## src/rtl/fp_csr_pkg.sv

```systemverilog
// fp_csr_pkg: shared definitions for the floating-point CSR block.
//   - CSR addresses of fflags, frm and fcsr
//   - Zicsr operation encodings (csr_op_e)
//   - rounding-mode encodings (rm_e)
//   - fflags bit indices
//   - csr_apply(): the RW/RS/RC update rule shared by all three CSRs
package fp_csr_pkg;

  localparam logic [11:0] CSR_ADDR_FFLAGS = 12'h001;
  localparam logic [11:0] CSR_ADDR_FRM    = 12'h002;
  localparam logic [11:0] CSR_ADDR_FCSR   = 12'h003;

  typedef enum logic [1:0] {
    OP_NONE = 2'b00,
    OP_RW   = 2'b01,
    OP_RS   = 2'b10,
    OP_RC   = 2'b11
  } csr_op_e;

  typedef enum logic [2:0] {
    RNE = 3'b000,
    RTZ = 3'b001,
    RDN = 3'b010,
    RUP = 3'b011,
    RMM = 3'b100,
    DYN = 3'b111
  } rm_e;

  localparam int NV = 4;
  localparam int DZ = 3;
  localparam int OF = 2;
  localparam int UF = 1;
  localparam int NX = 0;

  // Field update for one CSR access. Callers pass fields narrower than
  // five bits zero-extended and keep only the low bits of the result.
  function automatic logic [4:0] csr_apply(input logic [1:0] op,
                                           input logic [4:0] old_v,
                                           input logic [4:0] w);
    logic [4:0] res;
    res = old_v;
    case (csr_op_e'(op))
      OP_RW:   res = w;
      OP_RS:   res = old_v | w;
      OP_RC:   res = old_v & ~w;
      default: res = old_v;
    endcase
    return res;
  endfunction

endpackage

```

## src/rtl/fp_csr_if.sv

```systemverilog
// fp_csr_if: Zicsr access bus between the core and the FP CSR block.
//   csr_en     CSR instruction retiring this cycle
//   csr_op     00 none, 01 RW, 10 RS, 11 RC
//   csr_addr   12-bit CSR address
//   csr_wdata  rs1 value or zero-extended immediate
//   csr_rdata  old value of the addressed CSR (combinational)
//   csr_hit    access targets one of the FP CSRs
// master: the core side. slave: the CSR block.
interface fp_csr_if;
  logic        csr_en;
  logic [1:0]  csr_op;
  logic [11:0] csr_addr;
  logic [31:0] csr_wdata;
  logic [31:0] csr_rdata;
  logic        csr_hit;

  modport master (
    output csr_en, csr_op, csr_addr, csr_wdata,
    input  csr_rdata, csr_hit
  );

  modport slave (
    input  csr_en, csr_op, csr_addr, csr_wdata,
    output csr_rdata, csr_hit
  );
endinterface

```

## src/rtl/fp_rm_resolve.sv

```systemverilog
// fp_rm_resolve: combinational rounding-mode resolution.
//   instr_rm    rm field of the current FP instruction
//   frm_q       current dynamic rounding mode
//   rm_sel      resolved mode, select for the 8-to-1 rounding mux
//   rm_illegal  resolved mode is one of the reserved encodings
module fp_rm_resolve
  import fp_csr_pkg::*;
(
  input  logic [2:0] instr_rm,
  input  logic [2:0] frm_q,
  output logic [2:0] rm_sel,
  output logic       rm_illegal
);

  logic [2:0] eff;

  // DYN defers to frm; frm itself may hold a reserved value, so the
  // legality test is applied after substitution.
  assign eff        = (instr_rm == DYN) ? frm_q : instr_rm;
  assign rm_sel     = eff;
  assign rm_illegal = (eff == 3'b101) || (eff == 3'b110) || (eff == 3'b111);

endmodule

```

## src/rtl/fp_csr_unit.sv

```systemverilog
// fp_csr_unit: fcsr register block for the RV32F core.
//   clk, rst     core clock; synchronous active-high reset
//   csr          fp_csr_if.slave Zicsr access bus (fflags, frm, fcsr)
//   fp_valid     FP arithmetic op retiring this cycle
//   fp_flags     {NV,DZ,OF,UF,NX} raised by that op, accumulated stickily
//   instr_rm     rm field of the current FP instruction
//   rm_sel       resolved rounding mode
//   rm_illegal   resolved rounding mode is reserved
//   frm_q        current frm register
//   fflags_q     current fflags register
module fp_csr_unit
  import fp_csr_pkg::*;
#(
  parameter logic [2:0]  RESET_FRM   = RNE,
  parameter logic [11:0] ADDR_FFLAGS = CSR_ADDR_FFLAGS,
  parameter logic [11:0] ADDR_FRM    = CSR_ADDR_FRM,
  parameter logic [11:0] ADDR_FCSR   = CSR_ADDR_FCSR
) (
  input  logic       clk,
  input  logic       rst,
  fp_csr_if.slave    csr,
  input  logic       fp_valid,
  input  logic [4:0] fp_flags,
  input  logic [2:0] instr_rm,
  output logic [2:0] rm_sel,
  output logic       rm_illegal,
  output logic [2:0] frm_q,
  output logic [4:0] fflags_q
);

  logic       hit_fflags;
  logic       hit_frm;
  logic       hit_fcsr;
  logic       csr_wr;
  logic [2:0] frm_d;
  logic [4:0] fflags_d;
  logic [4:0] frm_new;
  logic       unused_wdata;

  assign hit_fflags = csr.csr_en && (csr.csr_addr == ADDR_FFLAGS);
  assign hit_frm    = csr.csr_en && (csr.csr_addr == ADDR_FRM);
  assign hit_fcsr   = csr.csr_en && (csr.csr_addr == ADDR_FCSR);
  assign csr.csr_hit = hit_fflags || hit_frm || hit_fcsr;
  assign csr_wr     = csr.csr_hit && (csr.csr_op != OP_NONE);

  // Only the low byte of wdata can ever reach a field.
  assign unused_wdata = ^csr.csr_wdata[31:8];

  // Read data is the pre-write register value.
  always_comb begin
    csr.csr_rdata = 32'h0;
    if (hit_fflags)
      csr.csr_rdata = {27'b0, fflags_q};
    else if (hit_frm)
      csr.csr_rdata = {29'b0, frm_q};
    else if (hit_fcsr)
      csr.csr_rdata = {24'b0, frm_q, fflags_q};
  end

  // Next-state: an FPU flag update is overridden by a CSR write that
  // touches fflags (directly or through fcsr); an frm-only write leaves
  // accumulation alone.
  always_comb begin
    frm_new  = csr_apply(csr.csr_op, {2'b0, frm_q}, {2'b0, csr.csr_wdata[7:5]});
    frm_d    = frm_q;
    fflags_d = fflags_q;
    if (fp_valid)
      fflags_d = fflags_q | fp_flags;
    if (csr_wr && (hit_fflags || hit_fcsr))
      fflags_d = csr_apply(csr.csr_op, fflags_q, csr.csr_wdata[4:0]);
    if (csr_wr && hit_frm)
      frm_new = csr_apply(csr.csr_op, {2'b0, frm_q}, {2'b0, csr.csr_wdata[2:0]});
    if (csr_wr && (hit_frm || hit_fcsr))
      frm_d = frm_new[2:0];
  end

  always_ff @(posedge clk) begin
    if (rst) begin
      frm_q    <= RESET_FRM;
      fflags_q <= 5'b0;
    end else begin
      frm_q    <= frm_d;
      fflags_q <= fflags_d;
    end
  end

  fp_rm_resolve u_rm_resolve (
    .instr_rm   (instr_rm),
    .frm_q      (frm_q),
    .rm_sel     (rm_sel),
    .rm_illegal (rm_illegal)
  );

endmodule

```

## src/flat_wrapper.sv

```systemverilog
// flat-port wrapper written by rule: the top's interface ports become plain ports
module fp_csr_unit_flat import fp_csr_pkg::*;
#(
  parameter logic [2:0]  RESET_FRM   = RNE,
  parameter logic [11:0] ADDR_FFLAGS = CSR_ADDR_FFLAGS,
  parameter logic [11:0] ADDR_FRM    = CSR_ADDR_FRM,
  parameter logic [11:0] ADDR_FCSR   = CSR_ADDR_FCSR
)
  (clk, rst, fp_valid, fp_flags, instr_rm, rm_sel, rm_illegal, frm_q, fflags_q, csr_csr_en, csr_csr_op, csr_csr_addr, csr_csr_wdata, csr_csr_rdata, csr_csr_hit);
  fp_csr_if csr_i ();
  input  logic clk;
  input  logic rst;
  input  logic fp_valid;
  input  logic [4:0] fp_flags;
  input  logic [2:0] instr_rm;
  output logic [2:0] rm_sel;
  output logic rm_illegal;
  output logic [2:0] frm_q;
  output logic [4:0] fflags_q;
  input wire logic [$bits(csr_i.csr_en)-1:0] csr_csr_en;
  input wire logic [$bits(csr_i.csr_op)-1:0] csr_csr_op;
  input wire logic [$bits(csr_i.csr_addr)-1:0] csr_csr_addr;
  input wire logic [$bits(csr_i.csr_wdata)-1:0] csr_csr_wdata;
  output wire logic [$bits(csr_i.csr_rdata)-1:0] csr_csr_rdata;
  output wire logic [$bits(csr_i.csr_hit)-1:0] csr_csr_hit;
  assign csr_i.csr_en = csr_csr_en;
  assign csr_i.csr_op = csr_csr_op;
  assign csr_i.csr_addr = csr_csr_addr;
  assign csr_i.csr_wdata = csr_csr_wdata;
  assign csr_csr_rdata = csr_i.csr_rdata;
  assign csr_csr_hit = csr_i.csr_hit;
  fp_csr_unit #(.RESET_FRM(RESET_FRM), .ADDR_FFLAGS(ADDR_FFLAGS), .ADDR_FRM(ADDR_FRM), .ADDR_FCSR(ADDR_FCSR)) u_core (.clk(clk), .rst(rst), .csr(csr_i), .fp_valid(fp_valid), .fp_flags(fp_flags), .instr_rm(instr_rm), .rm_sel(rm_sel), .rm_illegal(rm_illegal), .frm_q(frm_q), .fflags_q(fflags_q));
endmodule
```

## config.mk

```make
export PLATFORM = sky130hd
export DESIGN_NAME = fp_csr_unit_flat
export DESIGN_NICKNAME = d
export VERILOG_FILES = /design/src/rtl/fp_csr_pkg.sv /design/src/rtl/fp_csr_if.sv /design/src/rtl/fp_rm_resolve.sv /design/src/rtl/fp_csr_unit.sv /design/src/flat_wrapper.sv
export SDC_FILE = /design/constraint.sdc
export NUM_CORES = 1
export LEC_CHECK = 0
export CAP_MARGIN = 25
export CORE_MARGIN = 5
export CORE_UTILIZATION = 30
export CTS_CLUSTER_DIAMETER = 60
export DETAILED_ROUTE_END_ITERATION = 10
export GPL_ROUTABILITY_DRIVEN = 0
export GPL_TIMING_DRIVEN = 0
export HOLD_SLACK_MARGIN = 0.02
export PLACE_DENSITY = 0.78
export SLEW_MARGIN = 40
export SYNTH_ARGS = -nofsm -noshare
export SYNTH_HDL_FRONTEND = slang
export SYNTH_SLANG_ARGS = --single-unit
```

## constraint.sdc

```tcl
create_clock -name clk -period 3 [get_ports clk]
set_input_delay 0.6 -clock clk [delete_from_list [all_inputs] [get_ports clk]]
set_output_delay 0.6 -clock clk [all_outputs]
set_load 0.01 [all_outputs]
```

==> impl_metrics.toml, run 1 <==
[drt]
drtIter0Drc = 31
drc_errors = 0
vias_per_cell = 4.50
wl_per_cell_microns = 12.0
num_vias = 1188
ant_nets = 0
dr.pass1.iters = 4
totalWireLength_microns = 3170

[timing]
rsz0062_at_grt = "false"
period_share = 0.988
worst_hold_slack_ns = 0.635
finalWorstSetupSlack_ns = 0.0355
tightest_slew_ns = 0.533
fin_crit_ns = 2.96
setup_tns_ns = 0
slew_viol_final = 0
fin_skew_ns = 0
hold_viol = 0
max_freq_mhz = 337
finalSetupViolCount = 0
relSlewSlack = 0.645

[yosys]
yosysSeqAreaShare = 0.152
synth_edf_count = 0
synth_area_per_cell_sq_um = 7.67
async_flop_share = 0
synthTopCellsByCount = "24 x buf_4, 10 x nor2_1, 8 x a21oi_1, 8 x dfxtp_1, 8 x nand2_1"
yosysUniqueCellTypes = 32
yosysTopAreaCell = "buf_4"
synthCells = 137
synth_most_common_cell = "buf_4"
yosys_warnings = 0
ys.flop_type = "dfxtp_1"
synth_seq_cells = 8
synthesis.area_sq_um = 1050
synth_top_cells_by_area = "buf_4 17%, dfxtp_1 15%, a311oi_1 5.8%, xor2_1 5.0%, ha_1 4.8%"
synth.top_cell.area_share = 0.171

[clocking]
ctsLongestPathBuffers = 2
clk_latency_ns = 0.24
tritoncts = "yes"
ctsHoldBuffers = 0
clock_tree.root_cell = "clkbuf_4"
cts_buffers = 3
htreeDepth = 1
clock_sinks = 8
path_clk_slew_ns = 0.05

[die]
start_util = 0.312
dieArea_sq_um = 4790
die_h_microns = 69.2
coreArea_sq_um = 3360
io_pins = 103
die_w_microns = 69.2
fp-row-count = 21

[finish]
finalInstanceArea_sq_um = 1760
multi_input_area_sq_um = 768
postLayoutCoreUtil = 0.524
fillers = 382
nNetsFinal = 282
area.sequential_sq_um = 160
drive_above_1_share = 0.234
final_cells = 264
antenna-diode-count = 0
area.growth.synth_to_final_pct = 67.7

[worst_setup_path]
critical_path.top_delay_family = "simple AND/OR/NAND/NOR gates"
arrival_ns = 2.36
max_stage_delay_ns = 0.58
cp_num_buf_inv = 2
critPathLaunchType = "input pin"
required_ns = 2.40
critPathKind = "input pin to primary output"
cpMaxStageDelayCell = "or4_4"
end_kind = "primary output"
path_cells = "clkdlybuf4s50_1 -> or4_4 -> or3_4 -> nor2_1 -> clkdlybuf4s15_1"
crit_fanout = 4

[power_and_ir_drop]
ir_drop_uv = 75.8
p_leak_nw = 0.796
total_power_mw = 0.361
power_density_nw_per_um2 = 205

[grt]
grt_pass1_wl_microns = 5270
antenna_found_initial = 0
grtUsageTotal = 0.128
grt_pass1_vias = 1168
grt_max_degree = 11
gr-total-overflow = 0

[place]
place_inst = 258
dp_hpwl_microns = 2660
pre_cts_ws_ns = -0.400
placed_area_sq_um = 1720
io_buffers = 52

[hold_path]
hold_path_class = "register to register"

[status]
status = "completed"

[flow_run]
maxCapViolations = 0
## layout by cell type, fill, tap and decap left out, types with 4 or more instances in the layout
| master | instances |
|---|---|
| o21a_1 | 5 |
| and4_1 | 5 |
| xor2_1 | 6 |
| buf_4 | 27 |
| inv_1 | 7 |
| ha_1 | 4 |
| nand2_1 | 8 |
| dfxtp_1 | 8 |
| nor2_1 | 10 |
| clkbuf_2 | 5 |
| a21oi_1 | 8 |
| a311oi_1 | 7 |
| clkdlybuf4s50_1 | 43 |
| or2_2 | 4 |
| conb_1 | 24 |
| a311o_1 | 4 |
| and2_1 | 4 |
## power breakdown
group          leakage (nW)  internal (mW)  switching, mW  total, mW
registers            0.0657          0.112        0.00417      0.116
logic                 0.716         0.0981         0.0711      0.169
clock network        0.0138         0.0453         0.0299     0.0752
## cell families (layout without fill, tap and decap cells)
group,Yosys count,after routing,synth area share
AO/OA/AOI/OAI,31,31,0.221
XOR/XNOR,6,6,0.0500
adder cells (fa/ha/maj),4,4,0.0476
buffers and inverters,37,95,0.221
flip-flops,8,8,0.152
multiplexers,1,1,0.00952
other,1,24,0.00357
AND/OR/NAND/NOR,49,49,0.294
## registers in the layout, indices dropped and copies added (netlist names)
| name | flops |
|---|---|
| u_core.fflags_q | 5 |
| u_core.frm_q | 3 |
## timing repair
| item | 4_1_cts | 5_1_grt |
|---|---|---|
| resized for setup | 17 | 9 |
| buffers inserted | 1 | 2 |
| pin swaps | 1 | 2 |
| setup endpoints to repair | 9 | 8 |
## routing by layer
metal	wire, microns	vias to the layer above	global-route usage
met2	1540	46	0.218
li1	-	608	-
met1	1370	532	0.158
met3	234	2	0.0304
met5	0	-	0
met4	21	0	0.0390
## final cells by class
class / count / area share
buffer: 30 / 0.117
sequential: 8 / 0.0908
inverter: 7 / 0.0149
timing repair buffer: 55 / 0.296
clock buffer: 3 / 0.0128
multi-input combinational: 115 / 0.436
tap: 46 / 0.0326
## path summary, 6_finish.rpt
path,depth (start not counted),from,to,slack (ns)
hold reg to reg,2,u_core.frm_q[1],u_core.frm_q[1],0.63
setup / recovery,5,csr_csr_addr[6],csr_csr_rdata[1],0.04
hold / removal,2,u_core.frm_q[1],u_core.frm_q[1],0.63
setup reg to reg,3,u_core.frm_q[0],u_core.frm_q[0],1.84
## worst register-to-register path, cell delays in order, from the launching register on
cell	delay [ns]
dfxtp_1	0.48
o22ai_1	0.13
or2_0	0.20
a311oi_1	0.26
No activity file was read; power rests on OpenSTA's default activity.
==> inputs of run 2 (changes only) <==
==> constraint.sdc (replaced) <==
create_clock -name clk -period 3 [get_ports clk]
set_input_delay 0.75 -clock clk [delete_from_list [all_inputs] [get_ports clk]]
set_output_delay 0.75 -clock clk [all_outputs]
set_load 0.01 [all_outputs]
==> run 2 against run 1 <==
Net effect: critical path depth grew 1; cell count grew 0.38%; worst hold slack gained 0.0021 ns; highest routed layer unchanged; non-clock buffer count grew 1; wire length grew 0.98%; combinational power is essentially flat; global-route usage grew 0.18 points; sequential cell count is the same; die area is the same; sequential share of layout area is essentially flat.
==> impl_metrics.toml, run 2 (synthesized netlist as in run 1, its figures left out) <==
[status]
status = "completed"

[finish]
reg_top3 = "u_core.fflags_q: 5 flops, u_core.frm_q: 3 flops"
postLayoutCoreUtil = 0.523
layout_commonest_cell = "clkdlybuf4s50_1"
drive_above_1_share = 0.265
largest_reg_flops = 5
fillers = 380
finalInstanceArea_sq_um = 1760
final_cell_mix = "35 x clkdlybuf4s50_1, 29 x buf_4, 24 x conb_1, 10 x nor2_1, 9 x buf_2"
antenna-diode-count = 0
area.growth.synth_to_final_pct = 67.3
nNetsFinal = 283
top_register = "u_core.fflags_q"

[timing]
tightest_slew_ns = 0.533
rsz0062_at_grt = "false"
finalSetupViolCount = 0
period_share = 0.979
worst_hold_slack_ns = 0.637
max_freq_mhz = 340
slew_viol_final = 0
relSlewSlack = 0.645
fin_crit_ns = 2.94
fin_skew_ns = 0
finalWorstSetupSlack_ns = 0.0615
hold_viol = 0

[clocking]
path_clk_slew_ns = 0.05
ctsLongestPathBuffers = 2
cts_buffers = 3
ctsHoldBuffers = 0
clock_tree.root_cell = "clkbuf_4"
tritoncts = "yes"
htreeDepth = 1
clock_sinks = 8
clk_latency_ns = 0.24

[grt]
grt_pass1_wl_microns = 5330
grt_pass1_vias = 1181
grtUsageTotal = 0.130
grt_max_degree = 11
antenna_found_initial = 0
gr-total-overflow = 0

[worst_setup_path]
path_cells = "clkdlybuf4s50_1 -> or3_4 -> nor3_4 -> and3_4 -> and2_4 -> buf_4"
required_ns = 2.25
critPathLaunchType = "input pin"
end_kind = "primary output"
cpMaxStageDelayCell = "or3_4"
arrival_ns = 2.19
crit_fanout = 4
cp_num_buf_inv = 2
critPathKind = "input pin to primary output"
critical_path.top_delay_family = "simple AND/OR/NAND/NOR gates"
max_stage_delay_ns = 0.43

[die]
die_w_microns = 69.2
fp-row-count = 21
start_util = 0.312
die_h_microns = 69.2
coreArea_sq_um = 3360
io_pins = 103
dieArea_sq_um = 4790

[drt]
ant_nets = 0
drc_errors = 0
drtIter0Drc = 55
vias_per_cell = 4.52
totalWireLength_microns = 3200
num_vias = 1199
wl_per_cell_microns = 12.1
dr.pass1.iters = 4

[hold_path]
hold_path_class = "register to register"

[place]
dp_hpwl_microns = 2660
placed_area_sq_um = 1720
pre_cts_ws_ns = -0.700
io_buffers = 52

[flow_run]
maxCapViolations = 0

[power_and_ir_drop]
p_leak_nw = 0.824
power_density_nw_per_um2 = 204
total_power_mw = 0.359
ir_drop_uv = 76.2
==> run 2: path summary, 6_finish.rpt <==
check,start,to,slack (ns),cells past startpoint
setup / recovery,csr_csr_addr[8],csr_csr_rdata[7],0.06,6
hold reg to reg,u_core.frm_q[1],u_core.frm_q[1],0.64,2
setup reg to reg,u_core.frm_q[0],u_core.frm_q[0],1.84,3
hold / removal,u_core.frm_q[1],u_core.frm_q[1],0.64,2
==> run 2: timing repair <==
action                                  in CTS  in global routing
pin swaps                                    8                  4
setup buffers                                3                  1
endpoints found under the setup margin       9                  9
cloned                                       0                  0
gates resized for setup                     48                  8
==> run 2: metal layers <==
metal,vias up,GRT usage,share of wire,wire length (microns)
met5,-,0,0,0
met4,0,0.0390,0.0066,21
met3,2,0.0290,0.072,229
met2,50,0.222,0.49,1550
met1,538,0.161,0.44,1400
li1,609,-,-,-
==> run 2: layout make-up <==
type	count	area (sq um)	share of cell area
buffer	30	206	0.117
clock buffer	3	22.5	0.0128
inverter	7	26.3	0.0149
multi-input combinational	115	773	0.440
sequential	8	160	0.0911
tap	46	57.6	0.0327
timing repair buffer	56	512	0.291
==> run 2: tightest hold or removal path, cell delays in order, from the launching register on <==
cell and delay, ns:
dfxtp_1 0.38, a21oi_1 0.15, a311oi_1 0.06
==> run 2: power breakdown <==
group / internal, mW / switching, mW / leakage, nW
registers: 0.112 / 0.00422 / 0.0657
clock network: 0.0453 / 0.0298 / 0.0138
logic: 0.0956 / 0.0717 / 0.744
==> run 2: metrics by stage <==
step	instances	setup TNS, ns
global route	265	0
floorplan	160	0
detailed placement	258	-6.15
global placement	258	-6.00
CTS	264	0
finish	265	0
==> inputs of run 3 (changes only) <==
--- a/config.mk
+++ b/config.mk
@@ -6,7 +6,7 @@
 export NUM_CORES = 1
 export LEC_CHECK = 0
 export CAP_MARGIN = 25
-export CORE_MARGIN = 5
+export CORE_MARGIN = 1.5
 export CORE_UTILIZATION = 30
 export CTS_CLUSTER_DIAMETER = 60
 export DETAILED_ROUTE_END_ITERATION = 10
@@ -17,4 +17,5 @@
 export SLEW_MARGIN = 40
 export SYNTH_ARGS = -nofsm -noshare
 export SYNTH_HDL_FRONTEND = slang
+export SYNTH_HIERARCHICAL = 1
 export SYNTH_SLANG_ARGS = --single-unit
==> run 3 against run 2 <==
Net effect: clock skew stayed put; clock-buffer cell count stayed put; via count is 1.6% lower; worst hold slack got worse by 0.044 ns; cell count rose by 0.38%; worst setup slack about the same; sequential share of layout area shrank 0.24 points; global-route usage increased by 0.18 points; synthesized area rose by 2.3%; critical path depth is 1 lower; utilization increased by 1.0 points; sequential power is essentially flat; critical path type unchanged.
==> impl_metrics.toml, run 3 <==
[die]
die_h_microns = 62.9
fp-row-count = 21
dieArea_sq_um = 3950
io_pins = 103
die_w_microns = 62.9
start_util = 0.317
coreArea_sq_um = 3390

[drt]
wl_per_cell_microns = 9.98
num_vias = 1180
drtIter0Drc = 44
totalWireLength_microns = 2660
ant_nets = 0
vias_per_cell = 4.44
dr.pass1.iters = 4
drc_errors = 0

[timing]
hold_viol = 0
finalSetupViolCount = 0
rsz0062_at_grt = "false"
tightest_slew_ns = 0.507
period_share = 0.979
slew_viol_final = 0
max_freq_mhz = 340
fin_skew_ns = 0
worst_hold_slack_ns = 0.593
relSlewSlack = 0.660
fin_crit_ns = 2.94

[finish]
area.growth.synth_to_final_pct = 68.0
largest_reg_flops = 5
drive_above_1_share = 0.268
finalInstanceArea_sq_um = 1810
antenna-diode-count = 0
top_register = "u_core/fflags_q"
postLayoutCoreUtil = 0.533
final_cell_mix = "35 x clkdlybuf4s50_1, 28 x buf_4, 24 x conb_1, 13 x a211oi_1, 11 x o22ai_1"
layout_commonest_cell = "clkdlybuf4s50_1"
nNetsFinal = 284
reg_top3 = "u_core/fflags_q: 5 flops, u_core/frm_q: 3 flops"

[clocking]
ctsLongestPathBuffers = 2
tritoncts = "yes"
cts_buffers = 3
clock_sinks = 8
path_clk_slew_ns = 0.05
htreeDepth = 1
clock_tree.root_cell = "clkbuf_4"
ctsHoldBuffers = 0
clk_latency_ns = 0.24

[power_and_ir_drop]
seq_power_share = 0.316
power_frac_comb = 0.478
power_density_nw_per_um2 = 204
total_power_mw = 0.368
p_sw_mw = 0.111
p_clk_frac = 0.207
intPower_mw = 0.257
ir_drop_uv = 70.0
p_leak_nw = 0.810
swShare = 0.302

[worst_setup_path]
arrival_ns = 2.19
max_stage_delay_ns = 0.52
path_cells = "dlygate4sd2_1 -> or4_4 -> or3_4 -> nor2_2 -> buf_2"
critPathLaunchType = "input pin"
crit_fanout = 4
required_ns = 2.25
cpMaxStageDelayCell = "or4_4"
ff2ff_setup_slack_ns = 1.76
end_kind = "primary output"
critPathKind = "input pin to primary output"

[yosys]
synth.top_cell.area_share = 0.168
yosysTopAreaCell = "buf_4"
yosys_warnings = 6
synth_top_cells_by_area = "buf_4 17%, dfxtp_1 15%, a211oi_1 9.1%, o22ai_1 6.4%, nor4_4 5.9%"
synth_seq_cells = 8
synth_area_per_cell_sq_um = 7.68
synth_edf_count = 0
synthesis.area_sq_um = 1070
async_flop_share = 0
synthTopCellsByCount = "24 x buf_4, 13 x a211oi_1, 12 x nor2_1"
ys.flop_type = "dfxtp_1"
synth_most_common_cell = "buf_4"
synthCells = 140
yosysSeqAreaShare = 0.149
yosysUniqueCellTypes = 31

[grt]
grtUsageTotal = 0.132
grt_pass1_vias = 1061
antenna_found_initial = 0
grt_pass1_wl_microns = 4390
gr-total-overflow = 0
grt_max_degree = 11

[place]
placed_area_sq_um = 1750
io_buffers = 53
dp_hpwl_microns = 2250

[flow_run]
maxCapViolations = 0

[hold_path]
hold_path_class = "register to register"

[status]
status = "completed"
[run 3: power groups by stage]
stage               logic [mW]  registers, mW  clock network [mW]
global placement         0.172          0.118                   0
detailed placement       0.174          0.118                   0
finish                   0.176          0.116              0.0761
global route             0.193          0.117              0.0842
CTS                      0.174          0.116              0.0787
floorplan               0.0988          0.119                   0
[run 3: per-stage QoR]
| stage | setup TNS [ns] | worst slack, ns | cells |
|---|---|---|---|
| CTS | 0 | 0.00631 | 266 |
| detailed placement | -6.53 | -0.816 | 262 |
| finish | 0 | 0.0615 | 266 |
| global placement | -6.44 | -0.798 | 262 |
| global route | 0 | 0.00332 | 266 |
| floorplan | 0 | 0.224 | 163 |
[run 3: logic make-up (layout without fill, tap and decap cells)]
| logic type | count (synthesis) | after routing | share of synthesized area |
|---|---|---|---|
| AO/OA/AOI/OAI | 38 | 38 | 0.227 |
| XOR/XNOR | 6 | 6 | 0.0489 |
| adder cells (fa/ha/maj) | 4 | 4 | 0.0466 |
| buffers and inverters | 38 | 95 | 0.225 |
| flip-flops | 8 | 8 | 0.149 |
| multiplexers | 3 | 3 | 0.0314 |
| other | 1 | 24 | 0.00349 |
| AND/OR/NAND/NOR | 42 | 42 | 0.269 |
[run 3: worst paths after layout]
kind	from	endpoint	cells past startpoint
hold reg to reg	u_core/fflags_q[1]	u_core/fflags_q[1]	2
hold / removal	u_core/fflags_q[1]	u_core/fflags_q[1]	2
setup reg to reg	u_core/frm_q[1]	u_core/frm_q[1]	3
setup / recovery	csr_csr_addr[8]	csr_csr_rdata[0]	5
[run 3: area by class of cell]
type	count	area [sq um]
Sequential cell	8	160
Buffer	29	199
Clock buffer	3	22.5
Fill cell	332	1580
Multi-Input combinational cell	117	812
Timing Repair Buffer	57	532
Tap cell	46	57.6
Inverter	6	22.5
[run 3: worst max-delay path: cells and delay by family]
family,cells,cell delay (ns)
buffers and inverters,2,0.36
and+or+nand+nor,3,1.08
[run 3: what timing repair did]
item                       CTS  global route
pin swaps                    8             5
setup endpoints to repair    9             7
gates resized for setup     55            14
buffers inserted             3             1
[run 3: metal layers]
layer	global-route usage	wire length, microns	up-vias
li1	-	-	616
met1	0.140	1050	517
met2	0.250	1400	43
met3	0.0198	175	4
met4	0.0639	31	0
met5	0	0	-
